`config.mk`:
```
export PLATFORM = sky130hd
export DESIGN_NAME = magnitude_comp_seq
export DESIGN_NICKNAME = d
export VERILOG_FILES = /design/src/rtl/magnitude_comp_seq.sv
export SDC_FILE = /design/constraint.sdc
export NUM_CORES = 1
export LEC_CHECK = 0
export ABC_AREA = 1
export CORE_MARGIN = 2
export CORE_UTILIZATION = 40
export CTS_BUF_LIST = sky130_fd_sc_hd__clkbuf_8 sky130_fd_sc_hd__clkbuf_16
export CTS_CLUSTER_DIAMETER = 80
export DETAILED_ROUTE_END_ITERATION = 10
export GPL_TIMING_DRIVEN = 0
export HOLD_SLACK_MARGIN = 0.02
export PLACE_DENSITY = 0.68
export SLEW_MARGIN = 20
export SYNTH_ARGS = -nofsm -noshare
export SYNTH_HDL_FRONTEND = slang
export SYNTH_SLANG_ARGS = --single-unit
export TNS_END_PERCENT = 100
```
`constraint.sdc`:
```
create_clock -name clk -period 1.8 [get_ports clk]
set_clock_uncertainty 0.15 [all_clocks]
set_input_delay 0.27 -clock clk [delete_from_list [all_inputs] [get_ports clk]]
set_output_delay 0.27 -clock clk [all_outputs]
set_load 0.1 [all_outputs]
```
`src/rtl/magnitude_comp_seq.sv`:
```
// Sequential WIDTH-bit magnitude comparator: DIGIT bits per cycle, MSB chunk first, early exit.
// Optional macro MAGCOMP_SIGNED_MODE_EN adds a signed_mode input for two's-complement compares.
module magnitude_comp_seq #(
  parameter int WIDTH = 8,
  parameter int DIGIT = 2
) (
  input  logic             clk,
  input  logic             rst_n,
  input  logic             start,
  input  logic [WIDTH-1:0] a,
  input  logic [WIDTH-1:0] b,
`ifdef MAGCOMP_SIGNED_MODE_EN
  input  logic             signed_mode,
`endif
  output logic             busy,
  output logic             done,
  output logic             gt,
  output logic             eq,
  output logic             lt
);

  localparam int N  = WIDTH / DIGIT;
  localparam int IW = (N > 1) ? $clog2(N) : 1;

  generate
    if (WIDTH < 2 || DIGIT < 1 || (WIDTH % DIGIT) != 0) begin : g_bad_params
      $error("magnitude_comp_seq: WIDTH must be >= 2 and DIGIT must divide WIDTH");
    end
  endgenerate

  typedef enum logic {IDLE, RUN} state_t;

  // Result encoding {gt, eq, lt}.
  localparam logic [2:0] RES_NONE = 3'b000;
  localparam logic [2:0] RES_GT   = 3'b100;
  localparam logic [2:0] RES_EQ   = 3'b010;
  localparam logic [2:0] RES_LT   = 3'b001;

  state_t           state_q, state_d;
  logic [WIDTH-1:0] a_q, a_d;
  logic [WIDTH-1:0] b_q, b_d;
  logic [IW-1:0]    idx_q, idx_d;
  logic             done_q, done_d;
  logic [2:0]       res_q, res_d;

  logic [DIGIT-1:0] a_chunk;
  logic [DIGIT-1:0] b_chunk;
  logic [WIDTH-1:0] capture_mask;

`ifdef MAGCOMP_SIGNED_MODE_EN
  // Flipping the sign bit once at capture makes an unsigned compare of the
  // top chunk order two's-complement values correctly.
  localparam logic [WIDTH-1:0] SIGN_MASK = {1'b1, {(WIDTH-1){1'b0}}};
  assign capture_mask = signed_mode ? SIGN_MASK : '0;
`else
  assign capture_mask = '0;
`endif

  assign a_chunk = DIGIT'(a_q >> (int'(idx_q) * DIGIT));
  assign b_chunk = DIGIT'(b_q >> (int'(idx_q) * DIGIT));

  // NOTE: sequential state uses non-blocking assignments so every register
  // samples the pre-edge values; combinational blocks use blocking ones.
  always_ff @(posedge clk or negedge rst_n) begin
    if (!rst_n) begin
      state_q <= IDLE;
      a_q     <= '0;
      b_q     <= '0;
      idx_q   <= '0;
      done_q  <= 1'b0;
      res_q   <= RES_NONE;
    end else begin
      state_q <= state_d;
      a_q     <= a_d;
      b_q     <= b_d;
      idx_q   <= idx_d;
      done_q  <= done_d;
      res_q   <= res_d;
    end
  end

  // NOTE: every signal gets a default before the case so no latch is inferred.
  always_comb begin
    state_d = state_q;
    a_d     = a_q;
    b_d     = b_q;
    idx_d   = idx_q;
    done_d  = 1'b0;
    res_d   = res_q;
    unique case (state_q)
      IDLE: begin
        if (start) begin
          a_d     = a ^ capture_mask;
          b_d     = b ^ capture_mask;
          idx_d   = IW'(N - 1);
          res_d   = RES_NONE;
          state_d = RUN;
        end
      end
      RUN: begin
        if (a_chunk > b_chunk) begin
          res_d   = RES_GT;
          done_d  = 1'b1;
          state_d = IDLE;
        end else if (a_chunk < b_chunk) begin
          res_d   = RES_LT;
          done_d  = 1'b1;
          state_d = IDLE;
        end else if (idx_q == '0) begin
          res_d   = RES_EQ;
          done_d  = 1'b1;
          state_d = IDLE;
        end else begin
          idx_d = idx_q - IW'(1);
        end
      end
      default: state_d = IDLE;
    endcase
  end

  always_comb begin
    busy         = (state_q == RUN);
    done         = done_q;
    {gt, eq, lt} = res_q;
  end

endmodule

```
==> summary.md, run 1 <==
| Metric | Value |
|---|---|
| Outcome | `finished, violations left` |
| Failing checks | `setup timing` |
| Initial Util | `42.0%` |
| Vias | `827` |
| Crit Path Max Fanout | `6` |
| Crit path arrival time | `1.88 ns` |
| Core Footprint | `0.00273 mm^2` |
| Residual DRC | `0` |
| Cells after DPL | `153` |
| Clock Path Buffers | `2` |
| Total GRT Usage | `15.7%` |
| TritonCTS clock tree | `yes` |
| Max-slew violations | `0` |
| Yosys top cell area share | `50.2%` |
| Overall die width | `57.6 um` |
| Share of cells above drive strength 1 | `41.7%` |
| Seq/Total Area, Yosys | `50.2%` |
| CP required | `1.80 ns` |
| Post-Syn Area | `0.00115 mm^2` |
| Top Family by Delay on Critical Path | `simple AND/OR/NAND/NOR gates` |
| P per Cell Area | `2060 mW/mm^2` |
| Cell with the most instances after synthesis | `dfrtp_1` |
| Mapped Cells | `99` |
| Fmax | `533 MHz` |
| Post-Route WL | `2290 um` |
| Port Buf Inserts | `23` |
| DRT antenna net count | `0` |
| Synth cell types | `18` |
| FF+latch count, synth | `23` |
| WL per Instance | `14.1 um` |
| Via density | `5.07` |
| Vias in the first global route | `939` |
| Die height | `57.6 um` |
| Post-synth EDFFs | `0` |
| Cell mode on critical path | `nand2_1` |
| Leading area contributor after synthesis | `dfrtp_1` |
| Slowest CP cell | `dfrtp_1` |
| Crit end category | `flop` |
| DP Wirelength | `1550 um` |
| Congestion Overflow GR | `0` |
| Post-synth ARST share | `100%` |
| Maximum VDD drop | `1.64 mV` |
| Total power | `3.27 mW` |
| Buf/Inv on CP | `3` |
| YS warnings | `0` |
| Critical path class | `flop to flop` |
| Cell breakdown of the critical path | `buf_6, inv_8, nor2_2, o22a_1, ha_4, nand2_2, inv_2, nand4_1, nand2_1, nand2_1` |
| Area Overhead vs Synth | `38.4%` |
| Clk_lat worst skew | `0.27 ns` |
| Nets | `155` |
| Max cap viols | `0` |
| Die area | `0.00331 mm^2` |
| Non-filler instance count after layout | `163` |
| Final hold vios | `0` |
| Most instantiated cells after synthesis | `dfrtp_1 (23), mux2_4 (15), nand2_1 (12)` |
| Place WS | `-0.117 ns` |
| Crit share post-route | `104%` |
| Max_slew headroom | `64.0%` |
| Mapped Nets | `121` |
| Largest net degree at the start of global routing | `24` |
| Initial DRC count | `20` |
| Tmin final | `1.87 ns` |
| Startpoint Class | `flop` |
| Total Neg Setup Slack | `-0.203 ns` |
| Reg clk slew, reported paths | `0.09 ns` |
| Layout Utilization | `58.1%` |
| Pleak | `0.755 nW` |
| Min-delay worst type | `input pin to async pin` |
| Worst-Margin Slew | `0.543 ns` |
| Mean Syn Cell Area | `11.6 um^2` |
| Sink Count | `23` |
| CP peak stage delay | `0.39 ns` |
| Final WS setup | `-0.0747 ns` |
| # setup viols final | `5` |
| TritonCTS Buffers | `3` |
| Antenna diode count | `0` |
| RSZ-0062 raised after global routing | `yes` |
| RD Place Congestion | `0.735` |
| Antenna violations before repair | `0` |
| I/O pins | `24` |
| Drt first pass iters | `4` |
| # rows | `19` |
| Primary FF master, synth | `dfrtp_1` |
| Main area contributors after synthesis | `dfrtp_1 (50%), mux2_4 (20%), nand3_1 (3.9%), nand2_1 (3.9%), o21ai_0 (3.5%)` |
| First-pass GRT wire length | `4080 um` |
| Clock root cell | `clkbuf_8` |
| H-tree depth | `1` |
==> cells by family after synthesis <==
family / count (synthesis) / share of synthesized area, %
and+or+nand+nor: 33 / 13.1
DFF: 23 / 50.2
muxes: 16 / 20.6
AOI/OAI and AO/OA: 12 / 6.11
buffers and inverters: 12 / 6.76
adders and majority gates: 3 / 3.27
==> worst paths after layout <==
kind,slack [ns],start,cells past startpoint,endpoint
worst max-delay path,-0.07,idx_q[0],10,idx_q[0]
worst min-delay path,0.36,rst_n,2,a_q[7]
worst max register to register,-0.07,idx_q[0],10,idx_q[0]
worst min register to register,0.37,a_q[0],1,a_q[0]
max in group asynchronous,0.74,rst_n,2,busy
min in group clk,0.37,a_q[0],1,a_q[0]
==> stage by stage <==
stage | hold slack (ns) | instance area, um^2
after floorplan | -0.176 | 1160
after global placement | 0.335 | 1430
after detailed placement | 0.340 | 1430
after CTS | 0.369 | 1570
after global routing | 0.390 | 1590
final | 0.357 | 1590
==> where the power goes <==
group / switching, mW / internal, mW / total, mW
clock: 0.168 / 0.155 / 0.323
sequential: 0.148 / 0.749 / 0.898
combinational: 1.13 / 0.920 / 2.05
total: 1.44 / 1.82 / 3.27
==> final cells by class <==
class                           instances  area [um^2]
Fill cell                             240         1150
Sequential cell                        23          578
Multi-Input combinational cell         64          558
Timing Repair Buffer                   28          269
Buffer                                  4         53.8
Clock buffer                            3         41.3
Tap cell                               31         38.8
Inverter                                8         37.5
Timing Repair inverter                  1         6.26
Clock inverter                          1         5.00
==> sequential cells by signal, indices dropped and copies added, names as in the netlist <==
signal	flops
res_q	3
idx_q	2
busy	1
b_q	8
done	1
a_q	8
==> per-layer routing <==
layer	vias to the layer above	global-route usage [%]	share of wire, %
met5	-	0	0
met4	0	4.98	0.65
met3	2	4.31	6.0
met2	22	27.8	51
met1	397	18.4	43
li1	406	-	-
==> cells in the final DEF (no fill, tap or decap), types with 3 or more instances in the layout <==
cell / Yosys / final
nand3_1: 9 / 6
dfrtp_1: 23 / 21
nand2_4: 1 / 4
clkdlybuf4s50_1: 0 / 17
o21ai_0: 8 / 3
clkdlybuf4s15_2: 0 / 5
inv_1: 6 / 3
o21ai_1: 0 / 5
buf_4: 0 / 3
buf_6: 2 / 3
nor2_1: 8 / 6
clkbuf_8: 0 / 3
nand3_2: 0 / 3
nand2_1: 12 / 8
mux2_4: 15 / 15
inv_2: 2 / 4
==> what timing repair did <==
item	CTS	global route
setup endpoints to repair	12	7
hold endpoints to repair	0	23
cloned	2	0
gates resized for setup	36	3
pin swaps	13	8
hold buffers	0	1
buffers inserted	2	1
No activity file was read; power rests on OpenSTA's default activity.
==> run 2, diff against run 1 <==
--- a/config.mk
+++ b/config.mk
@@ -7,13 +7,13 @@
 export LEC_CHECK = 0
 export ABC_AREA = 1
 export CORE_MARGIN = 2
-export CORE_UTILIZATION = 40
+export CORE_UTILIZATION = 45
 export CTS_BUF_LIST = sky130_fd_sc_hd__clkbuf_8 sky130_fd_sc_hd__clkbuf_16
-export CTS_CLUSTER_DIAMETER = 80
 export DETAILED_ROUTE_END_ITERATION = 10
 export GPL_TIMING_DRIVEN = 0
 export HOLD_SLACK_MARGIN = 0.02
-export PLACE_DENSITY = 0.68
+export PLACE_DENSITY = 0.75
+export RECOVER_POWER = 50
 export SLEW_MARGIN = 20
 export SYNTH_ARGS = -nofsm -noshare
 export SYNTH_HDL_FRONTEND = slang
==> run 2 against run 1 <==
The flow still finishes with violations (setup timing). Setup slack worse by 0.0060 ns. Core utilization rose by 8.1 points. Die area shrank 10%. Critical path depth unchanged. Count of clock-buffer cells in the layout is the same. Final area grew 2.4%. Via count is 2.4% higher. Largest cell class is now multi-input gates.
==> summary.md, run 2 (synthesis results as in run 1) <==
| Metric | Value |
|---|---|
| Max_slew headroom | `62.1% (was 64.0%)` |
| DRT antenna net count | `0 (unchanged)` |
| Die height | `54.5 um (was 57.6 um)` |
| Hold Crit Depth | `2` |
| Worst-Margin Slew | `0.568 ns (was 0.543 ns)` |
| Crit Path Max Fanout | `6 (unchanged)` |
| Sink Count | `23 (unchanged)` |
| Core Footprint | `0.00245 mm^2 (was 0.00273 mm^2)` |
| Post-Route WL | `2360 um (was 2290 um)` |
| R2R cell count | `10 (unchanged)` |
| Total GRT Usage | `17.7% (was 15.7%)` |
| DP Wirelength | `1490 um (was 1550 um)` |
| Most frequent cells in the layout | `dfrtp_1 (21), clkdlybuf4s50_1 (17), mux2_4 (15) (unchanged)` |
| Crit path arrival time | `1.93 ns (was 1.88 ns)` |
| Pleak | `0.771 nW (was 0.755 nW)` |
| Fmax | `532 MHz (was 533 MHz)` |
| CP peak stage delay | `0.39 ns (about the same)` |
| Vias in the first global route | `815 (was 939)` |
| Clk_lat worst skew | `0.26 ns (was 0.27 ns)` |
| Via density | `5.16 (was 5.07)` |
| Slowest CP cell | `dfrtp_1 (unchanged)` |
| Overall die width | `54.5 um (was 57.6 um)` |
| Critical path class | `flop to flop (unchanged)` |
| TritonCTS Buffers | `3 (unchanged)` |
| Vias | `847 (was 827)` |
| I/O pins | `24 (unchanged)` |
| Internal Dissipation | `1.94 mW (was 1.82 mW)` |
| Drt first pass iters | `4 (unchanged)` |
| Crit end category | `flop (unchanged)` |
| WL per Instance | `14.4 um (was 14.1 um)` |
| Max-slew violations | `0 (unchanged)` |
| Reg area | `578 um^2 (unchanged)` |
| Outcome | `finished, violations left (unchanged)` |
| Worst Min Path Start | `res_q[1]` |
| Congestion Overflow GR | `0 (unchanged)` |
| Startpoint Class | `flop (unchanged)` |
| RSZ-0062 raised after global routing | `yes (unchanged)` |
| TritonCTS clock tree | `yes (unchanged)` |
| Register share of total power | `25.9% (was 27.5%)` |
| Fillers | `181 (was 240)` |
| Nets | `157 (was 155)` |
| Min-delay worst type | `flop to flop (was input pin to async pin)` |
| Most common cell after layout, fill and taps aside | `dfrtp_1 (unchanged)` |
| Maximum VDD drop | `1.43 mV (was 1.64 mV)` |
| First-pass GRT wire length | `3710 um (was 4080 um)` |
| P per Cell Area | `2130 mW/mm^2 (was 2060 mW/mm^2)` |
| Tmin final | `1.88 ns (was 1.87 ns)` |
| Die area | `0.00297 mm^2 (was 0.00331 mm^2)` |
| Clock root cell | `clkbuf_8 (unchanged)` |
| CP required | `1.85 ns (was 1.80 ns)` |
| Sw Pwr | `1.52 mW (was 1.44 mW)` |
| # rows | `18 (was 19)` |
| Port Buf Inserts | `23 (unchanged)` |
| Clock Path Buffers | `2 (unchanged)` |
| Switching part of the total | `43.9% (was 44.2%)` |
| Comb power frac | `65.1% (was 62.6%)` |
| Crit share post-route | `104% (about the same)` |
| Clock share of power | `9.0% (was 9.9%)` |
| Reg clk slew, reported paths | `0.08 ns (was 0.09 ns)` |
| Hold EP | `res_q[1]` |
| Final hold vios | `0 (unchanged)` |
| Critical R2R Launch | `idx_q[0] (unchanged)` |
| Largest regs | `a_q (8), b_q (8), res_q (3) (unchanged)` |
| Failing checks | `setup timing (unchanged)` |
| Final WS setup | `-0.0808 ns (was -0.0747 ns)` |
| Largest net degree at the start of global routing | `24 (unchanged)` |
| H-tree depth | `1 (unchanged)` |
| # setup viols final | `7 (was 5)` |
| Cell breakdown of the critical path | `buf_6, inv_8, o21ai_0, o22a_1, ha_4, nand2_4, inv_4, nand4_1, buf_4, nand2_2 (was buf_6, inv_8, nor2_2, o22a_1, ha_4, nand2_2, inv_2, nand4_1, nand2_1, nand2_1)` |
| RD Place Congestion | `0.740 (was 0.735)` |
| Layout Utilization | `66.2% (was 58.1%)` |
| Antenna diode count | `0 (unchanged)` |
| Initial DRC count | `9 (was 20)` |
| Antenna violations before repair | `0 (unchanged)` |
| Share of cells above drive strength 1 | `42.5% (was 41.7%)` |
| Area Overhead vs Synth | `41.7% (was 38.4%)` |
| Initial Util | `46.7% (was 42.0%)` |
| Flop-to-flop setup slack | `-0.08 ns (was -0.07 ns)` |
| Hold Slack | `0.360 ns (was 0.357 ns)` |
| Multi-input logic area | `581 um^2 (was 558 um^2)` |
| Residual DRC | `0 (unchanged)` |
| Max cap viols | `0 (unchanged)` |
| R2R Path End | `busy (was idx_q[0])` |
-- run 2: how the worst max path moves through the flow --
stage / from / to / slack [ns] / cells past startpoint
finish: idx_q[0] / busy / -0.08 / 10
CTS: idx_q[0] / idx_q[1] / -0.07 / 10
detailed placement: idx_q[0] / idx_q[1] / -0.14 / 11
global placement: busy / busy / -0.09 / 1
global route: idx_q[0] / idx_q[1] / -0.17 / 11
floorplan: idx_q[0] / res_q[0] / 0.005 / 11
-- run 2: power by group through the flow --
stage / Combinational, mW / Clock [mW] / Sequential (mW)
2_1_floorplan: 0.980 / 0 / 1.15
3_3_place_gp: 1.54 / 0 / 0.880
3_5_place_dp: 1.59 / 0 / 0.880
4_1_cts: 2.00 / 0.318 / 0.886
5_1_grt: 2.44 / 0.342 / 0.924
6_report: 2.26 / 0.313 / 0.899
-- run 2: final cells by class --
class                   count  area share, %
well taps                  30           2.31
flip-flops and latches     23           35.6
plain buffers               4           3.31
repair buffers             30           17.5
multi-input cells          64           35.7
clock inverters             1          0.231
clock buffers               3           2.54
inverters                   8           2.46
repair inverters            1          0.385
-- run 2: critical path, delay by kind of cell, from the launching register on --
family / cells / cell delay (ns)
AO/OA/AOI/OAI: 2 / 0.29
AND/OR/NAND/NOR: 3 / 0.25
adder cells (fa/ha/maj): 1 / 0.29
flip-flops: 1 / 0.39
buffers and inverters: 4 / 0.45
-- run 2: layer usage --
metal	routed length [um]	vias up	track usage, %
met5	0	-	0
met4	10	0	5.00
met3	75	2	3.28
met2	1240	13	28.5
met1	1020	422	24.3
li1	-	410	-
-- run 2: per-stage QoR --
| stage | std cells | power [mW] | setup TNS, ns | setup slack, ns | area [um^2] |
|---|---|---|---|---|---|
| after floorplan | 99 | 2.13 | 0 | 0.00539 | 1160 |
| after global placement | 152 | 2.42 | -0.807 | -0.0919 | 1430 |
| after detailed placement | 152 | 2.47 | -1.19 | -0.142 | 1430 |
| after CTS | 162 | 3.20 | -0.260 | -0.0665 | 1580 |
| after global routing | 164 | 3.71 | -0.976 | -0.168 | 1630 |
| final | 164 | 3.47 | -0.370 | -0.0808 | 1630 |
-- run 2: repair_timing --
action | CTS | global route
resized for setup | 30 | 11
pin swaps | 9 | 6
endpoints found under the hold margin | 0 | 23
setup endpoints to repair | 12 | 7
gates cloned | 2 | 0
hold buffers | 0 | 1
buffers inserted | 4 | 1
==> run 3, diff against run 2 <==
==> constraint.sdc (replaced) <==
create_clock -name clk -period 1.8 [get_ports clk]
set_clock_uncertainty 0.15 [all_clocks]
set_input_delay 0.36 -clock clk [delete_from_list [all_inputs] [get_ports clk]]
set_output_delay 0.36 -clock clk [all_outputs]
set_load 0.1 [all_outputs]
==> results of run 3 <==
The final DEF is identical to that of run 2. Status: finished, violations left: setup timing.
Main changes from that run: setup slack after placement -0.142 ns -> -0.196 ns
